File: src/rtl/sort_vis_pkg.sv
// ---------------------------------------------------------------------------
// sort_vis_pkg
// Shared definitions for the sort visualiser: the bubble-sort engine state
// encoding, default array geometry and the bar colours the OLED renderer
// uses to highlight the engine's activity.
// Ports: none (package).
// ---------------------------------------------------------------------------
package sort_vis_pkg;

    typedef enum logic [1:0] {
        ST_IDLE = 2'd0,
        ST_CMP  = 2'd1,
        ST_SWAP = 2'd2,
        ST_DONE = 2'd3
    } sort_state_t;

    // Default geometry: 5 bars, 7-bit heights, saturate one below 64 rows.
    localparam int DEF_N_BARS     = 5;
    localparam int DEF_HEIGHT_W   = 7;
    localparam int DEF_MAX_HEIGHT = 63;

    // RGB565 bar colours shared with the pixel-colour stage.
    localparam logic [15:0] COL_BACKGROUND = 16'h0000;
    localparam logic [15:0] COL_BAR_IDLE   = 16'hFFFF;
    localparam logic [15:0] COL_BAR_CMP    = 16'hFFE0;
    localparam logic [15:0] COL_BAR_SWAP   = 16'hF800;
    localparam logic [15:0] COL_BAR_DONE   = 16'h07E0;

endpackage

File: src/rtl/bubble_sort_engine_if.sv
// ---------------------------------------------------------------------------
// bubble_sort_engine_if
// Control/data bundle between the switch/tick logic, the sort engine and
// the renderer.
//   master : drives step, load, start, heights_in; observes engine status
//   slave  : the engine (inverse directions)
// Signals:
//   step        advance strobe          load/heights_in  capture new array
//   start       begin sorting           heights_out      current array
//   cmp_idx     left index of pair      cmp_valid        pair is active
//   swapped     pulse after a swap      pass_cnt         completed passes
//   busy        sorting                 done             sort finished
// ---------------------------------------------------------------------------
interface bubble_sort_engine_if
    import sort_vis_pkg::*;
#(
    parameter int N_BARS   = DEF_N_BARS,
    parameter int HEIGHT_W = DEF_HEIGHT_W
);

    logic                         step;
    logic                         load;
    logic                         start;
    logic [N_BARS*HEIGHT_W-1:0]   heights_in;
    logic [N_BARS*HEIGHT_W-1:0]   heights_out;
    logic [2:0]                   cmp_idx;
    logic                         cmp_valid;
    logic                         swapped;
    logic [2:0]                   pass_cnt;
    logic                         busy;
    logic                         done;

    modport master (
        output step, load, start, heights_in,
        input  heights_out, cmp_idx, cmp_valid, swapped, pass_cnt, busy, done
    );

    modport slave (
        input  step, load, start, heights_in,
        output heights_out, cmp_idx, cmp_valid, swapped, pass_cnt, busy, done
    );

endinterface

File: src/rtl/sort_cmp_swap.sv
// ---------------------------------------------------------------------------
// sort_cmp_swap
// Holds the bar-height array and performs a registered compare-and-exchange
// of the pair (idx, idx+1). Heights are saturated to MAX_HEIGHT on load.
// Ports:
//   clk, reset   clock, synchronous active-high reset (clears the array)
//   load_en      capture heights_in (saturated)
//   heights_in   packed input array, bar i at [i*HEIGHT_W +: HEIGHT_W]
//   swap_en      exchange h[idx] and h[idx+1]
//   idx          left index of the active pair
//   heights_out  packed current array
//   gt           h[idx] > h[idx+1] (unsigned, strict)
// ---------------------------------------------------------------------------
module sort_cmp_swap
    import sort_vis_pkg::*;
#(
    parameter int N_BARS     = DEF_N_BARS,
    parameter int HEIGHT_W   = DEF_HEIGHT_W,
    parameter int MAX_HEIGHT = DEF_MAX_HEIGHT
) (
    input  logic                       clk,
    input  logic                       reset,
    input  logic                       load_en,
    input  logic [N_BARS*HEIGHT_W-1:0] heights_in,
    input  logic                       swap_en,
    input  logic [2:0]                 idx,
    output logic [N_BARS*HEIGHT_W-1:0] heights_out,
    output logic                       gt
);

    logic [HEIGHT_W-1:0] h_q [N_BARS];

    function automatic logic [HEIGHT_W-1:0] saturate(input logic [HEIGHT_W-1:0] v);
        return (int'(v) > MAX_HEIGHT) ? HEIGHT_W'(MAX_HEIGHT) : v;
    endfunction

    // NOTE: every always_comb output gets a default before any conditional
    // assignment, otherwise an unmatched idx would infer a latch.
    always_comb begin
        gt = 1'b0;
        for (int i = 0; i < N_BARS - 1; i++) begin
            if (idx == 3'(i)) begin
                gt = (h_q[i] > h_q[i+1]);
            end
        end
    end

    // NOTE: the array is reset on purpose (the display must show empty bars
    // after reset); the non-blocking exchange reads both old values, so no
    // temporary is needed for the swap.
    always_ff @(posedge clk) begin
        if (reset) begin
            for (int i = 0; i < N_BARS; i++) begin
                h_q[i] <= '0;
            end
        end else if (load_en) begin
            for (int i = 0; i < N_BARS; i++) begin
                h_q[i] <= saturate(heights_in[i*HEIGHT_W +: HEIGHT_W]);
            end
        end else if (swap_en) begin
            for (int i = 0; i < N_BARS - 1; i++) begin
                if (idx == 3'(i)) begin
                    h_q[i]   <= h_q[i+1];
                    h_q[i+1] <= h_q[i];
                end
            end
        end
    end

    always_comb begin
        heights_out = '0;
        for (int i = 0; i < N_BARS; i++) begin
            heights_out[i*HEIGHT_W +: HEIGHT_W] = h_q[i];
        end
    end

endmodule

File: src/rtl/bubble_sort_engine.sv
// ---------------------------------------------------------------------------
// bubble_sort_engine
// Step-by-step bubble sort of N_BARS bar heights for the animated bar chart.
// Each step pulse performs one compare (CMP) or one exchange (SWAP); the
// active pair index and a swap strobe are exported for highlighting.
// Ports:
//   clk    100 MHz system clock
//   reset  synchronous active-high reset
//   bus    bubble_sort_engine_if.slave (step/load/start/heights_in in;
//          heights_out/cmp_idx/cmp_valid/swapped/pass_cnt/busy/done out)
// Build option:
//   BUBBLE_EARLY_EXIT_EN  finish as soon as a complete pass makes no swap
//                         (pass_cnt still counts that final pass).
// ---------------------------------------------------------------------------
module bubble_sort_engine
    import sort_vis_pkg::*;
#(
    parameter int N_BARS     = DEF_N_BARS,
    parameter int HEIGHT_W   = DEF_HEIGHT_W,
    parameter int MAX_HEIGHT = DEF_MAX_HEIGHT
) (
    input  logic                 clk,
    input  logic                 reset,
    bubble_sort_engine_if.slave  bus
);

    localparam logic [2:0] LAST_PASS = 3'(N_BARS - 1);

    sort_state_t state_q, state_d;
    logic [2:0]  idx_q, idx_d;
    logic [2:0]  pass_q, pass_d;
    logic        swapped_q, swapped_d;
    logic        active_q;
    logic        done_q;
    logic        load_en;
    logic        swap_en;
    logic        advance;
    logic        gt;

`ifdef BUBBLE_EARLY_EXIT_EN
    logic        flag_q, flag_d;     // a swap happened in the current pass
    logic        pass_had_swap;
`endif

    sort_cmp_swap #(
        .N_BARS     (N_BARS),
        .HEIGHT_W   (HEIGHT_W),
        .MAX_HEIGHT (MAX_HEIGHT)
    ) u_cmp_swap (
        .clk         (clk),
        .reset       (reset),
        .load_en     (load_en),
        .heights_in  (bus.heights_in),
        .swap_en     (swap_en),
        .idx         (idx_q),
        .heights_out (bus.heights_out),
        .gt          (gt)
    );

    always_comb begin
        state_d   = state_q;
        idx_d     = idx_q;
        pass_d    = pass_q;
        swapped_d = 1'b0;
        load_en   = 1'b0;
        swap_en   = 1'b0;
        advance   = 1'b0;
`ifdef BUBBLE_EARLY_EXIT_EN
        flag_d        = flag_q;
        pass_had_swap = flag_q;
`endif

        unique case (state_q)
            ST_IDLE, ST_DONE: begin
                // load has priority over a simultaneous start
                if (bus.load) begin
                    load_en = 1'b1;
                    state_d = ST_IDLE;
                end else if (bus.start) begin
                    idx_d   = '0;
                    pass_d  = '0;
                    state_d = ST_CMP;
`ifdef BUBBLE_EARLY_EXIT_EN
                    flag_d  = 1'b0;
`endif
                end
            end
            ST_CMP: begin
                if (bus.step) begin
                    if (gt) begin
                        state_d = ST_SWAP;
                    end else begin
                        advance = 1'b1;
                    end
                end
            end
            ST_SWAP: begin
                if (bus.step) begin
                    swap_en   = 1'b1;
                    swapped_d = 1'b1;
                    advance   = 1'b1;
`ifdef BUBBLE_EARLY_EXIT_EN
                    flag_d        = 1'b1;
                    pass_had_swap = 1'b1;
`endif
                end
            end
            default: ;
        endcase

        // Each pass p covers pairs 0 .. N_BARS-2-p; the tail is already final.
        if (advance) begin
            if (int'(idx_q) < N_BARS - 2 - int'(pass_q)) begin
                idx_d   = idx_q + 3'd1;
                state_d = ST_CMP;
            end else begin
                idx_d  = '0;
                pass_d = pass_q + 3'd1;
`ifdef BUBBLE_EARLY_EXIT_EN
                flag_d  = 1'b0;
                state_d = (pass_d == LAST_PASS || !pass_had_swap) ? ST_DONE : ST_CMP;
`else
                state_d = (pass_d == LAST_PASS) ? ST_DONE : ST_CMP;
`endif
            end
        end
    end

    // Status flags are registered from the next state so that every output
    // comes straight from a flop.
    always_ff @(posedge clk) begin
        if (reset) begin
            state_q   <= ST_IDLE;
            idx_q     <= '0;
            pass_q    <= '0;
            swapped_q <= 1'b0;
            active_q  <= 1'b0;
            done_q    <= 1'b0;
`ifdef BUBBLE_EARLY_EXIT_EN
            flag_q    <= 1'b0;
`endif
        end else begin
            state_q   <= state_d;
            idx_q     <= idx_d;
            pass_q    <= pass_d;
            swapped_q <= swapped_d;
            active_q  <= (state_d == ST_CMP) || (state_d == ST_SWAP);
            done_q    <= (state_d == ST_DONE);
`ifdef BUBBLE_EARLY_EXIT_EN
            flag_q    <= flag_d;
`endif
        end
    end

    assign bus.cmp_idx   = idx_q;
    assign bus.cmp_valid = active_q;
    assign bus.busy      = active_q;
    assign bus.swapped   = swapped_q;
    assign bus.pass_cnt  = pass_q;
    assign bus.done      = done_q;

endmodule

File: src/flat_wrapper.sv
// flat-port wrapper written by rule: the top's interface ports become plain ports
module bubble_sort_engine_flat import sort_vis_pkg::*;
#(
    parameter int N_BARS     = DEF_N_BARS,
    parameter int HEIGHT_W   = DEF_HEIGHT_W,
    parameter int MAX_HEIGHT = DEF_MAX_HEIGHT
)
  (clk, reset, bus_step, bus_load, bus_start, bus_heights_in, bus_heights_out, bus_cmp_idx, bus_cmp_valid, bus_swapped, bus_pass_cnt, bus_busy, bus_done);
  bubble_sort_engine_if #(.N_BARS(N_BARS), .HEIGHT_W(HEIGHT_W)) bus_i ();
  input  logic clk;
  input  logic reset;
  input wire logic [$bits(bus_i.step)-1:0] bus_step;
  input wire logic [$bits(bus_i.load)-1:0] bus_load;
  input wire logic [$bits(bus_i.start)-1:0] bus_start;
  input wire logic [$bits(bus_i.heights_in)-1:0] bus_heights_in;
  output wire logic [$bits(bus_i.heights_out)-1:0] bus_heights_out;
  output wire logic [$bits(bus_i.cmp_idx)-1:0] bus_cmp_idx;
  output wire logic [$bits(bus_i.cmp_valid)-1:0] bus_cmp_valid;
  output wire logic [$bits(bus_i.swapped)-1:0] bus_swapped;
  output wire logic [$bits(bus_i.pass_cnt)-1:0] bus_pass_cnt;
  output wire logic [$bits(bus_i.busy)-1:0] bus_busy;
  output wire logic [$bits(bus_i.done)-1:0] bus_done;
  assign bus_i.step = bus_step;
  assign bus_i.load = bus_load;
  assign bus_i.start = bus_start;
  assign bus_i.heights_in = bus_heights_in;
  assign bus_heights_out = bus_i.heights_out;
  assign bus_cmp_idx = bus_i.cmp_idx;
  assign bus_cmp_valid = bus_i.cmp_valid;
  assign bus_swapped = bus_i.swapped;
  assign bus_pass_cnt = bus_i.pass_cnt;
  assign bus_busy = bus_i.busy;
  assign bus_done = bus_i.done;
  bubble_sort_engine #(.N_BARS(N_BARS), .HEIGHT_W(HEIGHT_W), .MAX_HEIGHT(MAX_HEIGHT)) u_core (.clk(clk), .reset(reset), .bus(bus_i));
endmodule
File: config.mk
export PLATFORM = sky130hd
export DESIGN_NAME = bubble_sort_engine_flat
export DESIGN_NICKNAME = d
export VERILOG_FILES = /design/src/rtl/sort_vis_pkg.sv /design/src/rtl/bubble_sort_engine_if.sv /design/src/rtl/sort_cmp_swap.sv /design/src/rtl/bubble_sort_engine.sv /design/src/flat_wrapper.sv
export SDC_FILE = /design/constraint.sdc
export NUM_CORES = 1
export LEC_CHECK = 0
export ABC_CLOCK_PERIOD_IN_PS = 8350
export CAP_MARGIN = 10
export CORE_MARGIN = 5
export CORE_UTILIZATION = 50
export CTS_BUF_LIST = sky130_fd_sc_hd__clkbuf_2 sky130_fd_sc_hd__clkbuf_4 sky130_fd_sc_hd__clkbuf_8
export DETAILED_ROUTE_END_ITERATION = 10
export GPL_ROUTABILITY_DRIVEN = 0
export PLACE_DENSITY = 0.83
export SYNTH_ARGS = -nofsm -noshare
export SYNTH_HDL_FRONTEND = slang
export SYNTH_HIERARCHICAL = 1
export SYNTH_SLANG_ARGS = --single-unit
File: constraint.sdc
create_clock -name clk -period 8.35 [get_ports clk]
set_input_delay 1.67 -clock clk [delete_from_list [all_inputs] [get_ports clk]]
set_output_delay 1.67 -clock clk [all_outputs]
set_load 0.01 [all_outputs]
==> flow_summary_export.csv, run 1 <==
group,metric,value,unit
sta,fin_crit,3.97,ns
power_and_ir_drop,p_per_area,142,nW/um^2
clocking,clock-sinks,46,
finish,post-route-cell-area,4070,um^2
critical_path,crit_fanout,16,
yosys,yosys.cell_types.count,43,
drt,detail-route-antenna-nets,0,
floorplanning,initial_core_util,52.0,%
yosys,synth_edf_count,35,
drt,wl_per_cell,17.5,um
yosys,ys_ff_latch,46,
drt,vias,2849,
sta,worst_slew_pin_slew,1.12,ns
clocking,htree_levels,2,
clocking,clock_latency,0.30,ns
floorplanning,dieArea,7910,um^2
power_and_ir_drop,p_leak,1.57,nW
yosys,ys_top_cells_by_count,"nor2_1, ha_1, edfxtp_1",
yosys,ys_seq_area_share,40.8,%
finish,n_fill_cell,472,
critical_path,arrival,3.89,ns
yosys,synth_top_area_share,33.7,%
placed_design,port_buffers,84,
floorplanning,core_area,5990,um^2
sta,skew,0.00870,ns
yosys,synth_warnings,6,
drt,drt_wl_total,8520,um
sta,setup_violations,0,
yosys,avgSynthCellArea,9.44,um^2
clocking,cts_tree,"done",
floorplanning,pin_count,85,
finish,nNetsFinal,486,
finish,layout-drive-gt1-share,4.38,%
clocking,ctsHoldBuffers,0,
sta,slew_headroom,24.3,%
sta,tns,0,ns
sta,hold_viol_final,0,
placed_design,place_area,3960,um^2
yosys,yosysMostFrequentCell,"nor2_1",
global_routing,grt_first_pass_wirelength,13300,um
critical_path,crit_type,"in2reg",
clocking,clk_path_buf_depth,2,
floorplanning,die_w,88.9,um
clocking,cts_resized,0,
sta,rsz0062_at_grt,"no",
yosys,syn_inst,330,
global_routing,grt-ovfl-total,0,
hold_path,hp-class,"reg2reg",
floorplanning,die_y,88.9,um
clocking,clkTransAtPathRegs,0.09,ns
clocking,post_cts_buffers,0,
critical_path,cp-start-kind,"primary input",
yosys,synth_ff_type,"edfxtp_1",
clocking,cts-root-buf,"clkbuf_8",
clocking,cts_buffers,5,
floorplanning,num_rows,28,
yosys,synthTopCellsByArea,"edfxtp_1, ha_1, dfxtp_1",
drt,first_pass_iters,5,
finish,syn_to_final_growth,30.8,%
yosys,synth_nets,406,
sta,finalCritPeriodShare,47.5,%
run,drv_cap,0,
global_routing,grt_max_degree,36,
global_routing,antenna_found_initial,0,
finish,antenna_cells,0,
power_and_ir_drop,power,0.580,mW
outcome,status,"finished clean",
global_routing,grt_use_total,21.6,%
global_routing,grt_pass1_vias,2811,
sta,fmax,0.252,GHz
sta,drv_slew,0,
placed_design,hpwl,6610,um
yosys,yosysTopAreaCell,"edfxtp_1",
drt,via_per_inst,5.86,
drt,drc_errors,0,
critical_path,end_kind,"flip-flop",
yosys,syn_area,3110,um^2
yosys,synth_async_sr_flop_share,0,%
drt,drt_iter0_markers,222,
critical_path,cp_data_required_time,8.28,ns
power_and_ir_drop,max-vdd-ir-drop,85.5,uV
## cells by family (layout without fill, tap and decap cells)
kind of cell,Yosys count,in the layout,synth area share (%)
AOI/OAI and AO/OA,85,85,17.6
adders and majority gates,36,36,14.5
buffers and inverters,45,126,6.83
DFF,46,46,40.8
muxes,9,9,2.93
and+or+nand+nor,109,109,17.4
## cell type report
| cell class | instances | area [um^2] | area share (%) |
|---|---|---|---|
| sequential | 46 | 1270 | 31.2 |
| clock buffer | 6 | 76.3 | 1.87 |
| timing repair buffer | 85 | 868 | 21.3 |
| tap | 75 | 93.8 | 2.30 |
| clock inverter | 2 | 8.76 | 0.215 |
| inverter | 33 | 124 | 3.04 |
| multi-input combinational | 239 | 1630 | 40.0 |
## per-stage QoR
stage | worst slack [ns] | util, % | hold WS [ns] | instances
6_report | 4.38 | 68.0 | 0.554 | 486
5_1_grt | 4.29 | 68.0 | 0.597 | 486
4_1_cts | 4.47 | 67.5 | 0.557 | 485
3_5_place_dp | 4.13 | 66.1 | 0.540 | 477
3_3_place_gp | 4.27 | 66.1 | 0.527 | 477
2_1_floorplan | 5.23 | - | 0.524 | 330
## critical path: stages
cell and delay [ns]:
clkdlybuf4s50_1 0.66, nor2_4 0.32, nand4_1 0.57, o211ai_1 0.65
## sequential cells by signal, summed over array words and instances, names as in the netlist
name,cells
u_core/u_cmp_swap/h_q,35
u_core/bus.done,1
u_core/state_q,2
u_core/bus.pass_cnt,3
u_core/bus.swapped,1
u_core/bus.busy,1
u_core/bus.cmp_idx,3
## final timing paths
check                                               end  cells after the start  slack (ns)                                  start
setup / recovery  u_core/u_cmp_swap/h_q[3][3]$_DFFE_PP_                      4        4.38                                  reset
hold reg to reg       u_core/bus.pass_cnt[2]$_SDFF_PP0_                      2        0.55      u_core/bus.pass_cnt[2]$_SDFF_PP0_
hold / removal        u_core/bus.pass_cnt[2]$_SDFF_PP0_                      2        0.55      u_core/bus.pass_cnt[2]$_SDFF_PP0_
setup reg to reg             u_core/bus.busy$_SDFF_PP0_                     13        4.89  u_core/u_cmp_swap/h_q[1][5]$_DFFE_PP_
## cells in the final DEF, fill, tap and decap left out, drive strengths merged, types with 2 or more instances in the layout
cell type | netlist | layout
a2111oi | 2 | 2
a211oi | 3 | 3
a21o | 2 | 2
a21oi | 27 | 27
a31oi | 2 | 2
and2 | 3 | 3
clkbuf | 4 | 6
clkdlybuf4s50 | 0 | 84
clkinv | 0 | 2
dfxtp | 11 | 11
edfxtp | 35 | 35
ha | 36 | 36
inv | 33 | 33
mux2i | 8 | 8
nand2 | 8 | 8
nand2b | 2 | 2
nand3 | 9 | 9
nand3b | 6 | 6
nand4 | 5 | 5
nor2 | 59 | 59
nor2b | 8 | 8
nor3 | 2 | 2
o211ai | 4 | 4
o21ai | 7 | 7
o22ai | 31 | 31
or2 | 2 | 2
or3 | 3 | 3
## metal layers
metal	vias up	part of all wire [%]	track usage, %
met4	0	1.5	7.14
met1	1361	41	27.2
li1	1361	-	-
met5	-	0	0
met3	16	5.9	2.86
met2	111	51	38.1
## where the power goes
part / leakage [nW] / internal [mW] / switching, mW
sequential: 0.471 / 0.266 / 0.0182
clock: 0.0460 / 0.0610 / 0.0744
combinational: 1.06 / 0.0820 / 0.0781
Note: power is estimated with default switching activity, not from simulation.
==> inputs of run 2 (changes only) <==
--- a/config.mk
+++ b/config.mk
@@ -5,7 +5,7 @@
 export SDC_FILE = /design/constraint.sdc
 export NUM_CORES = 1
 export LEC_CHECK = 0
-export ABC_CLOCK_PERIOD_IN_PS = 8350
+export ABC_CLOCK_PERIOD_IN_PS = 4100
 export CAP_MARGIN = 10
 export CORE_MARGIN = 5
 export CORE_UTILIZATION = 50
==> constraint.sdc (replaced) <==
create_clock -name clk -period 4.1 [get_ports clk]
set_input_delay 0.82 -clock clk [delete_from_list [all_inputs] [get_ports clk]]
set_output_delay 0.82 -clock clk [all_outputs]
set_load 0.01 [all_outputs]
==> run 2 against run 1 <==
  * Total power up 110%
  * Hold slack worse by 0.022 ns
  * Critical path depth up 9
  * Combinational power up 110%
  * Setup slack worse by 3.5 ns
==> flow_summary_export.csv, run 2 (synthesis gave the netlist of run 1 again) <==
group,metric,value,unit
global_routing,grt_pass1_vias,2941,
floorplanning,core_area,5990,um^2
drt,drt_wl_total,8640,um
sta,slew_headroom,44.3,%
drt,drt_iter0_markers,210,
sta,fmax,0.311,GHz
finish,syn_to_final_growth,31.4,%
sta,fin_ws,0.886,ns
sta,setup_violations,0,
sta,tns,0,ns
finish,instances_no_fill,490,
power_and_ir_drop,p_leak,1.58,nW
drt,wl_per_cell,17.6,um
critical_path,cp-start-kind,"flip-flop",
clocking,clk_path_buf_depth,2,
sta,fin_crit,3.21,ns
sta,rsz0062_at_grt,"no",
clocking,clock-sinks,46,
power_and_ir_drop,p_switching,0.351,mW
finish,final_common_cell,"clkdlybuf4s50_1",
critical_path,path_cells,"inv_1 > ha_1 > a21oi_1 > nor2_1 > a2111oi_0 > o221a_2 > o21ai_0 > nand2b_4 > a21o_1 > a31oi_1 > a31oi_1 > ha_1 > nor2b_1",
power_and_ir_drop,p_per_area,293,nW/um^2
drt,via_per_inst,5.96,
outcome,status,"finished clean",
sta,drv_slew,0,
clocking,htree_levels,2,
placed_design,port_buffers,84,
finish,nNetsFinal,490,
sta,worst_slew_pin_slew,0.832,ns
floorplanning,pin_count,85,
finish,antenna_cells,0,
hold_path,hp-class,"reg2reg",
sta,skew,0.00802,ns
global_routing,grt_max_degree,36,
critical_path,arrival,3.39,ns
critical_path,crit_buf_inv,1,
floorplanning,num_rows,28,
finish,largest_register,"u_core/u_cmp_swap/h_q",
placed_design,dp.cells,482,
critical_path,crit_path_top_delay_cell,"edfxtp_1",
power_and_ir_drop,internal_power,0.847,mW
drt,vias,2921,
finish,n_fill_cell,489,
power_and_ir_drop,pwr-share-clk,24.3,%
sta,finalCritPeriodShare,78.4,%
power_and_ir_drop,seqPwrFrac,48.2,%
power_and_ir_drop,swShare,29.3,%
critical_path,crit_type,"reg2reg",
run,drv_cap,0,
drt,detail-route-antenna-nets,0,
drt,drc_errors,0,
floorplanning,die_y,88.9,um
finish,mostFrequentLayoutCells,"clkdlybuf4s50_1, nor2_1, ha_1, edfxtp_1, inv_1",
placed_design,dp_slack,0.939,ns
placed_design,hpwl,6720,um
clocking,clkTransAtPathRegs,0.09,ns
global_routing,grt_first_pass_wirelength,13600,um
global_routing,antenna_found_initial,0,
clocking,cts_tree,"done",
clocking,cts-root-buf,"clkbuf_8",
power_and_ir_drop,max-vdd-ir-drop,160,uV
finish,layout-drive-gt1-share,5.54,%
critical_path,crit_path_max_incr_delay,0.49,ns
finish,largest_reg_flops,35,
clocking,ctsHoldBuffers,0,
clocking,cts_buffers,5,
critical_path,end_kind,"flip-flop",
global_routing,grt_use_total,22.2,%
critical_path,crit_fanout,11,
clocking,post_cts_buffers,0,
clocking,clock_latency,0.30,ns
floorplanning,initial_core_util,52.0,%
power_and_ir_drop,pwr-share-comb,27.6,%
floorplanning,die_w,88.9,um
critical_path,cp_data_required_time,4.27,ns
global_routing,grt-ovfl-total,0,
critical_path,critical_path.top_delay_family,"compound AO/OA/AOI/OAI gates",
sta,hold_viol_final,0,
clocking,cts_resized,0,
sta,hold_ws,0.532,ns
drt,first_pass_iters,4,
finish,post-route-util,68.3,%
floorplanning,dieArea,7910,um^2
==> run 2: layer usage <==
layer / part of all wire [%] / track usage [%] / wire [um]
met5: 0 / 0 / 0
met4: 2.0 / 8.24 / 176
met3: 7.3 / 4.42 / 633
met2: 51 / 38.5 / 4410
met1: 40 / 27.4 / 3420
==> run 2: tightest hold or removal path, cell delays in order (launching register included) <==
cell and delay (ns):
dfxtp_1 0.35, nand3_1 0.08, a21oi_1 0.06
==> run 2: path summary, 6_finish.rpt <==
path,startpoint,end,slack (ns),cells after the start
min reg2reg,u_core/bus.pass_cnt[2]$_SDFF_PP0_,u_core/bus.pass_cnt[2]$_SDFF_PP0_,0.53,2
min,u_core/bus.pass_cnt[2]$_SDFF_PP0_,u_core/bus.pass_cnt[2]$_SDFF_PP0_,0.53,2
max,u_core/u_cmp_swap/h_q[2][4]$_DFFE_PP_,u_core/bus.busy$_SDFF_PP0_,0.89,13
max reg2reg,u_core/u_cmp_swap/h_q[2][4]$_DFFE_PP_,u_core/bus.busy$_SDFF_PP0_,0.89,13
==> run 2: power groups by stage <==
| stage | sequential, mW | clock, mW | combinational, mW |
|---|---|---|---|
| finish | 0.577 | 0.291 | 0.330 |
| global route | 0.582 | 0.313 | 0.360 |
| CTS | 0.577 | 0.295 | 0.327 |
| detailed placement | 0.588 | 0 | 0.324 |
| global placement | 0.586 | 0 | 0.313 |
| floorplan | 0.594 | 0 | 0.152 |
==> run 2: per-stage QoR <==
step / instance area (um^2) / total power [mW]
CTS: 4090 / 1.20
finish: 4090 / 1.20
floorplan: 3110 / 0.746
global route: 4090 / 1.26
detailed placement: 4000 / 0.913
global placement: 4000 / 0.898
==> run 2: area by class of cell <==
class | count | area, um^2 | area share, %
Sequential cell | 46 | 1270 | 31.1
Tap cell | 75 | 93.8 | 2.29
Inverter | 33 | 124 | 3.03
Timing Repair Buffer | 89 | 878 | 21.5
Multi-Input combinational cell | 239 | 1630 | 39.8
Clock buffer | 6 | 82.6 | 2.02
Clock inverter | 2 | 12.5 | 0.306
